`src/rtl/uart_pkg.sv`:
```
// Shared definitions for the FIFO-draining UART transmitter.
// UART_TX_PARITY_EN adds an even-parity bit to every frame (8E1 instead of 8N1).
package uart_pkg;

  localparam int UART_CLKS_PER_BIT_DEF = 434;

  localparam logic [2:0] ST_IDLE_ENC   = 3'd0;
  localparam logic [2:0] ST_REQ_ENC    = 3'd1;
  localparam logic [2:0] ST_CAPT_ENC   = 3'd2;
  localparam logic [2:0] ST_START_ENC  = 3'd3;
  localparam logic [2:0] ST_DATA_ENC   = 3'd4;
  localparam logic [2:0] ST_STOP_ENC   = 3'd5;
  localparam logic [2:0] ST_PARITY_ENC = 3'd6;

  typedef enum logic [2:0] {
    S_IDLE   = ST_IDLE_ENC,
    S_REQ    = ST_REQ_ENC,
    S_CAPT   = ST_CAPT_ENC,
    S_START  = ST_START_ENC,
    S_DATA   = ST_DATA_ENC,
`ifdef UART_TX_PARITY_EN
    S_PARITY = ST_PARITY_ENC,
`endif
    S_STOP   = ST_STOP_ENC
  } uart_state_t;

  // Bit times per frame, including start, optional parity and stop.
  function automatic int uart_frame_bits(input int d_width);
`ifdef UART_TX_PARITY_EN
    return d_width + 3;
`else
    return d_width + 2;
`endif
  endfunction

endpackage

```
`src/rtl/uart_baud_gen.sv`:
```
// Baud counter: counts 0..CLKS_PER_BIT-1, wraps at bit end, clears on request.
module uart_baud_gen #(
  parameter int CLKS_PER_BIT = 434,
  parameter int CNT_WIDTH    = 9
) (
  input  logic                 clk,
  input  logic                 rst,
  input  logic                 clr,
  output logic [CNT_WIDTH-1:0] cnt,
  output logic                 bit_end
);

  logic [CNT_WIDTH-1:0] cnt_q, cnt_d;

  assign bit_end = (cnt_q == CNT_WIDTH'(CLKS_PER_BIT - 1));
  assign cnt     = cnt_q;

  always_comb begin
    cnt_d = cnt_q + CNT_WIDTH'(1);
    if (clr || bit_end) cnt_d = '0;
  end

  always_ff @(posedge clk) begin
    if (!rst) cnt_q <= '0;
    else      cnt_q <= cnt_d;
  end

endmodule

```
`src/rtl/uart_fifo_tx.sv`:
```
// Drains the byte FIFO with single-cycle rd pulses and sends each byte as a UART frame.
// UART_TX_PARITY_EN inserts an even-parity bit between the data bits and the stop bit.
module uart_fifo_tx
  import uart_pkg::*;
#(
  parameter int CLKS_PER_BIT = UART_CLKS_PER_BIT_DEF,
  parameter int CNT_WIDTH    = 9,
  parameter int D_WIDTH      = 8
) (
  input  logic               clk,
  input  logic               rst,
  input  logic               en,
  input  logic               fifo_empty,
  input  logic [D_WIDTH-1:0] fifo_data,
  input  logic               fifo_err_unf,
  output logic               fifo_rd,
  output logic               tx,
  output logic               busy,
  output logic               frame_done
);

  localparam int IDX_W = (D_WIDTH > 1) ? $clog2(D_WIDTH) : 1;

  uart_state_t          state_q, state_d;
  logic [D_WIDTH-1:0]   shift_q, shift_d;
  logic [IDX_W-1:0]     idx_q, idx_d;
  logic                 tx_q, tx_d;
  logic                 fifo_rd_q, fifo_rd_d;
  logic                 busy_q, busy_d;
  logic                 frame_done_q, frame_done_d;
  logic                 cnt_clr;
  logic                 bit_end;
  logic [CNT_WIDTH-1:0] cnt;
`ifdef UART_TX_PARITY_EN
  logic                 parity_q, parity_d;
`endif

  uart_baud_gen #(
    .CLKS_PER_BIT (CLKS_PER_BIT),
    .CNT_WIDTH    (CNT_WIDTH)
  ) u_baud (
    .clk     (clk),
    .rst     (rst),
    .clr     (cnt_clr),
    .cnt     (cnt),
    .bit_end (bit_end)
  );

  always_comb begin
    state_d = state_q;
    shift_d = shift_q;
    idx_d   = idx_q;
`ifdef UART_TX_PARITY_EN
    parity_d = parity_q;
`endif
    case (state_q)
      S_IDLE:  if (en && !fifo_empty) state_d = S_REQ;
      S_REQ:   state_d = S_CAPT;
      S_CAPT: begin
        // An underflowed read carries no valid byte; drop it without touching the line.
        if (fifo_err_unf) begin
          state_d = S_IDLE;
        end else begin
          shift_d = fifo_data;
`ifdef UART_TX_PARITY_EN
          parity_d = ^fifo_data;
`endif
          state_d = S_START;
        end
      end
      S_START: if (bit_end) state_d = S_DATA;
      S_DATA: begin
        if (bit_end) begin
          shift_d = shift_q >> 1;
          if (idx_q == IDX_W'(D_WIDTH - 1)) begin
            idx_d = '0;
`ifdef UART_TX_PARITY_EN
            state_d = S_PARITY;
`else
            state_d = S_STOP;
`endif
          end else begin
            idx_d = idx_q + IDX_W'(1);
          end
        end
      end
`ifdef UART_TX_PARITY_EN
      S_PARITY: if (bit_end) state_d = S_STOP;
`endif
      S_STOP:  if (bit_end) state_d = S_IDLE;
      default: state_d = S_IDLE;
    endcase

    cnt_clr   = (state_d != state_q);
    fifo_rd_d = (state_d == S_REQ);
    busy_d    = (state_d != S_IDLE);
    // Registered pulse must land on the last stop cycle, so look one count ahead.
    frame_done_d = (state_q == S_STOP) && (cnt == CNT_WIDTH'(CLKS_PER_BIT - 2));

    case (state_d)
      S_START:  tx_d = 1'b0;
      S_DATA:   tx_d = shift_d[0];
`ifdef UART_TX_PARITY_EN
      S_PARITY: tx_d = parity_d;
`endif
      default:  tx_d = 1'b1;
    endcase
  end

  always_ff @(posedge clk) begin
    if (!rst) begin
      state_q      <= S_IDLE;
      idx_q        <= '0;
      tx_q         <= 1'b1;
      fifo_rd_q    <= 1'b0;
      busy_q       <= 1'b0;
      frame_done_q <= 1'b0;
    end else begin
      state_q      <= state_d;
      idx_q        <= idx_d;
      tx_q         <= tx_d;
      fifo_rd_q    <= fifo_rd_d;
      busy_q       <= busy_d;
      frame_done_q <= frame_done_d;
    end
  end

  always_ff @(posedge clk) begin
    shift_q <= shift_d;
`ifdef UART_TX_PARITY_EN
    parity_q <= parity_d;
`endif
  end

  assign fifo_rd    = fifo_rd_q;
  assign tx         = tx_q;
  assign busy       = busy_q;
  assign frame_done = frame_done_q;

endmodule
```
`config.mk`:
```
export PLATFORM = sky130hd
export DESIGN_NAME = uart_fifo_tx
export DESIGN_NICKNAME = d
export VERILOG_FILES = /design/src/rtl/uart_pkg.sv /design/src/rtl/uart_baud_gen.sv /design/src/rtl/uart_fifo_tx.sv
export SDC_FILE = /design/constraint.sdc
export NUM_CORES = 1
export LEC_CHECK = 0
export ABC_AREA = 1
export ABC_CLOCK_PERIOD_IN_PS = 2700
export CAP_MARGIN = 20
export CORE_UTILIZATION = 45
export DETAILED_ROUTE_END_ITERATION = 6
export GPL_TIMING_DRIVEN = 0
export PLACE_DENSITY_LB_ADDON = 0.15
export SYNTH_ARGS = -nofsm -noshare
export SYNTH_HDL_FRONTEND = slang
export SYNTH_SLANG_ARGS = --single-unit
```
`constraint.sdc`:
```
create_clock -name clk -period 2.7 [get_ports clk]
set_clock_uncertainty 0.2 [all_clocks]
set_input_delay 0.27 -clock clk [delete_from_list [all_inputs] [get_ports clk]]
set_output_delay 0.27 -clock clk [all_outputs]
set_load 0.005 [all_outputs]
```
After elaboration in Yosys (flattened, before gate mapping)
Index checks and enable logic that the tools add are counted.

Register bits: 27. Output and inout port bits: 4. Input port bits: 13. Latch bits: 0. Logic and storage cells: 48. ROM bits: 0. Memory bits (writable): 0. Memories: 0.

Add/subtract/negate cells: 2. Multiply operators: 0. Div/mod/pow operators: 0. Order comparisons: 0. Reductions and logical operators: 10. Bitwise gates (word level): 1. Equal/unequal tests: 14. Mux-type cells: 12. Shift-type cells: 0.

Operators by type and width (number): $eq 9x9->1 const B (2); $mux 3 (6); $pmux 3 s6 (1); $mux 8 (2); $pmux 8 s2 (1); $eq 3x3->1 const B (4); $add 9x1->9 const B (1); $eq 3x2->1 const B (3); $eq 3x1->1 const B (2); $add 3x1->3 const B (1); $logic_not 3->1 (1); $ne 3x3->1 (1); $reduce_and 3->1 (1); $reduce_bool 3->1 (1); $logic_and 1x1->1 (2); $mux 2 (1); $ne 2x1->1 const B (1); $ne 2x2->1 const B (1); $pmux 1 s2 (1); $reduce_and 2->1 (1); $reduce_bool 2->1 (1); $reduce_or 2->1 (1); $logic_not 1->1 (1); $logic_or 1x1->1 (1); $not 1->1 (1).

Logic depth before layout (Yosys ltp)
Word-level depth: 7. Gate-level depth with buffers: 11. Gate-level depth less buffers: 11.

Cells and area by module
From an unflattened synthesis, not the netlist that was laid out.

Cell total of the unflattened synthesis: 171. Area total of the unflattened synthesis: 1401.3 µm².

By module, submodules not included: uart_fifo_tx (area each 910.9 µm², sequential area each 430.4 µm², times used 1, cells an instance 106); uart_baud_gen (area each 490.5 µm², sequential area each 180.2 µm², times used 1, cells an instance 65).

Worst setup path before layout
Ideal clock, no wire load.

Path kind: register -> register. Start point: register u_baud.cnt_q[0] (netlist: u_baud.cnt[0]). End point: register shift_q[1], enable pin. Stages on the path, launching flop included: 8. Buffers on the path: 0. Slack: 1.032 ns. Arrival time: 1.144 ns. Clock period less this slack: 1.668 ns. Required time: 2.177 ns. Library setup time: 0.323 ns. Cells stage by stage: dfxtp_1 -> ha_1 -> nand2_1 -> nor2_1 -> nand2_1 -> nor2_2 -> inv_2 -> nand2_1.

Longest elaborated chain between the ends: 3.

RTL lines: start, declared (RTL line uart_baud_gen.sv:13) `logic [CNT_WIDTH-1:0] cnt_q, cnt_d;`; start signal, assigned (RTL line uart_baud_gen.sv:25) `else cnt_q <= cnt_d;`; $eq 9x9->1 (RTL line uart_baud_gen.sv:15) `assign bit_end = (cnt_q == CNT_WIDTH'(CLKS_PER_BIT - 1));`; $ne 2x1->1 (no source line); $reduce_and 3->1 (no source line); end signal, assigned (RTL line uart_fifo_tx.sv:129) `shift_q <= shift_d;`; end, declared (RTL line uart_fifo_tx.sv:25) `logic [D_WIDTH-1:0] shift_q, shift_d;`.

Every way passes these cells. A chain may end at the register's enable or synchronous reset.

Final worst setup path
Start point: register u_baud.cnt_q[0] (netlist: u_baud.cnt[0]). End point: register shift_q[7], enable pin.

The elaborated chain is that of the path after synthesis.

==> out/metrics.yaml <==
clock_tree:
  cts_num_sinks: 27
  cts_tree: "built"
  htree_levels: 1
  cts_resized: 0
  cts_buffer_depth: 2
  clkLatencyLatePin_ns: 0.32
  postCtsHoldBufs: 0
  cts.clk_slew.worst_paths_ns: 0.15
  postCtsSetupRepairBufs: 0
  cts_buffers: 3
  clock-root-buffer: "clkbuf_4"
sta:
  timing.final.crit_period_ns: 1.90
  tightest_slew_ns: 0.299
  timing.final.crit_share_pct: 70.4
  relSlewSlack_pct: 80.0
  rsz0062_at_grt: "no"
  setup_violations: 0
  fmax_ghz: 0.526
  final_hold_viol_count: 0
  slew_viol_final: 0
  finalSetupTns_ns: 0
synth:
  synthMostInstantiatedCell: "nor2_1"
  yosys.cell_types.count: 24
  yosys_warnings: 0
  ys_seq_elements: 27
  ys_seq_area_share_pct: 48.3
  synth.largest_area_cell: "dfxtp_1"
  synth_cells: 151
  ys_top_cells_by_area: "dfxtp_1 (32%), edfxtp_1 (17%), nor2_1 (8.3%)"
  synth_edf_count: 7
  synth_ff_type: "dfxtp_1"
  syn_nets: 169
  yosysTopAreaCellShare_pct: 31.7
  synth.avg_cell_area_sq_um: 8.37
  async_flop_share_pct: 0
  synth_common_cells: "nor2_1 (28), nand2_1 (22), dfxtp_1 (20), inv_1 (20), nand3_1 (12)"
  syn_area_sq_um: 1260
finish:
  final_layout_size_suffix_gt1_share_pct: 7.02
  num_antenna_cells: 0
  syn_to_final_growth_pct: 17.8
  nets: 190
  fin_area_sq_um: 1490
  final_util_pct: 58.0
  layout.cells.non_filler: 201
floorplanning:
  io_pins: 17
  start_util_pct: 49.2
  core_sq_um: 2570
  die_area_sq_um: 3020
  die_height_um: 55.0
  fp.dieW_um: 55.0
  fp-row-count: 18
routing:
  first_pass_iters: 4
  drt-total-wl_mm: 2.33
  viasPerCell: 5.06
  route.detailed.drc: 0
  wl_per_cell_um: 11.6
  vias: 1017
  drtAntennaViolNets: 0
  drtIter0Drc: 19
power_and_ir_drop:
  p_total_mw: 0.695
  powerDensity_nw_per_um2: 467
  vdd.ir_drop.worst_mv: 0.397
  leakagePower_nw: 0.638
worst_setup_path:
  startpoint_type: "register"
  critPathCaptureType: "register"
  arrival_ns: 1.71
  critPathKind: "register to register"
  path_max_fanout: 7
  required_ns: 2.51
grt:
  grt.overflow.total: 0
  grtUsageTotal_pct: 17.5
  grt_antenna_before_repair: 0
  grt_pass1_vias: 987
  grt_first_pass_wirelength_mm: 3.78
  grt_max_degree: 16
run_status:
  outcome: "complete, no violations"
placement:
  dp_cells: 197
  port_buffers: 16
  place_hpwl_mm: 1.77
  placed_cell_area_sq_um: 1460
  gp_congestion: 0.931
hold_path:
  hold_class: "primary input to register"
job:
  drv_cap: 0
[routing by layer]
metal  share of wire, %  GRT usage, %  up-vias
met2                 48          32.1       22
met3                5.1          3.01        4
met5                  0             0        -
met1                 45          18.4      467
met4                1.1          10.8        0
li1                   -             -      524
[critical path: stages (launching register included)]
cell and delay (ns):
dfxtp_1 0.42, ha_1 0.17, nand2_1 0.06, nor2_1 0.10, nand2_1 0.13, nor2_2 0.19
inv_2 0.08, nand2_1 0.24
[report_power, final]
part | total [mW] | leakage [nW] | switching, mW | internal [mW]
Clock | 0.172 | 0.0177 | 0.117 | 0.0554
Combinational | 0.0834 | 0.387 | 0.0421 | 0.0413
Sequential | 0.439 | 0.233 | 0.00907 | 0.430
[layout by cell type, fill, tap and decap left out, drive strengths merged]
cell and n:
nor2 30, a21oi 2, nand4 3, xnor2 1
o21bai 1, nand2 23, nand3 13, ha 5
nor3 4, buf 1, o211a 1, o21ai 3
clkbuf 3, inv 23, xor2 6, clkdlybuf4s50 16
clkinv 2, dfxtp 20, edfxtp 7, a21boi 1
a22o 6
[stage by stage]
| step | hold WS, ns | setup slack [ns] |
|---|---|---|
| 6_report | 0.293 | 0.800 |
| 3_3_place_gp | 0.265 | 0.844 |
| 2_1_floorplan | 0.206 | 1.03 |
| 4_1_cts | 0.288 | 0.814 |
| 5_1_grt | 0.305 | 0.696 |
| 3_5_place_dp | 0.272 | 0.830 |
[layout make-up]
type                    instances  area, sq um
flip-flops and latches         27          611
well taps                      30         37.5
inverters                      24         90.1
fillers                       250         1080
multi-input cells              99          552
repair buffers                 16          160
plain buffers                   1         11.3
clock buffers                   3         22.5
clock inverters                 1         5.00
[registers in the layout (all words and copies together) (netlist names)]
signal	count
busy	1
fifo_rd	1
frame_done	1
idx_q	3
shift_q	8
state_q	3
tx	1
u_baud.cnt	9
[cells by family (layout without fill, tap and decap cells)]
family                   Yosys count  count (layout)  share of synthesized area [%]
AO/OA/AOI/OAI                     14              14                           8.12
XOR/XNOR                           7               7                           4.85
adder cells (fa/ha/maj)            5               5                           4.95
buffers and inverters             25              45                           8.02
flip-flops                        27              27                           48.3
AND/OR/NAND/NOR                   73              73                           25.7
[worst paths after layout]
kind | from | end | slack [ns] | cells after the start
min reg2reg | u_baud.cnt[0] | u_baud.cnt[0] | 0.30 | 1
max | u_baud.cnt[0] | shift_q[7] | 0.80 | 7
max reg2reg | u_baud.cnt[0] | shift_q[7] | 0.80 | 7
min | en | fifo_rd | 0.29 | 3
Power figures use the tool's default switching activity.
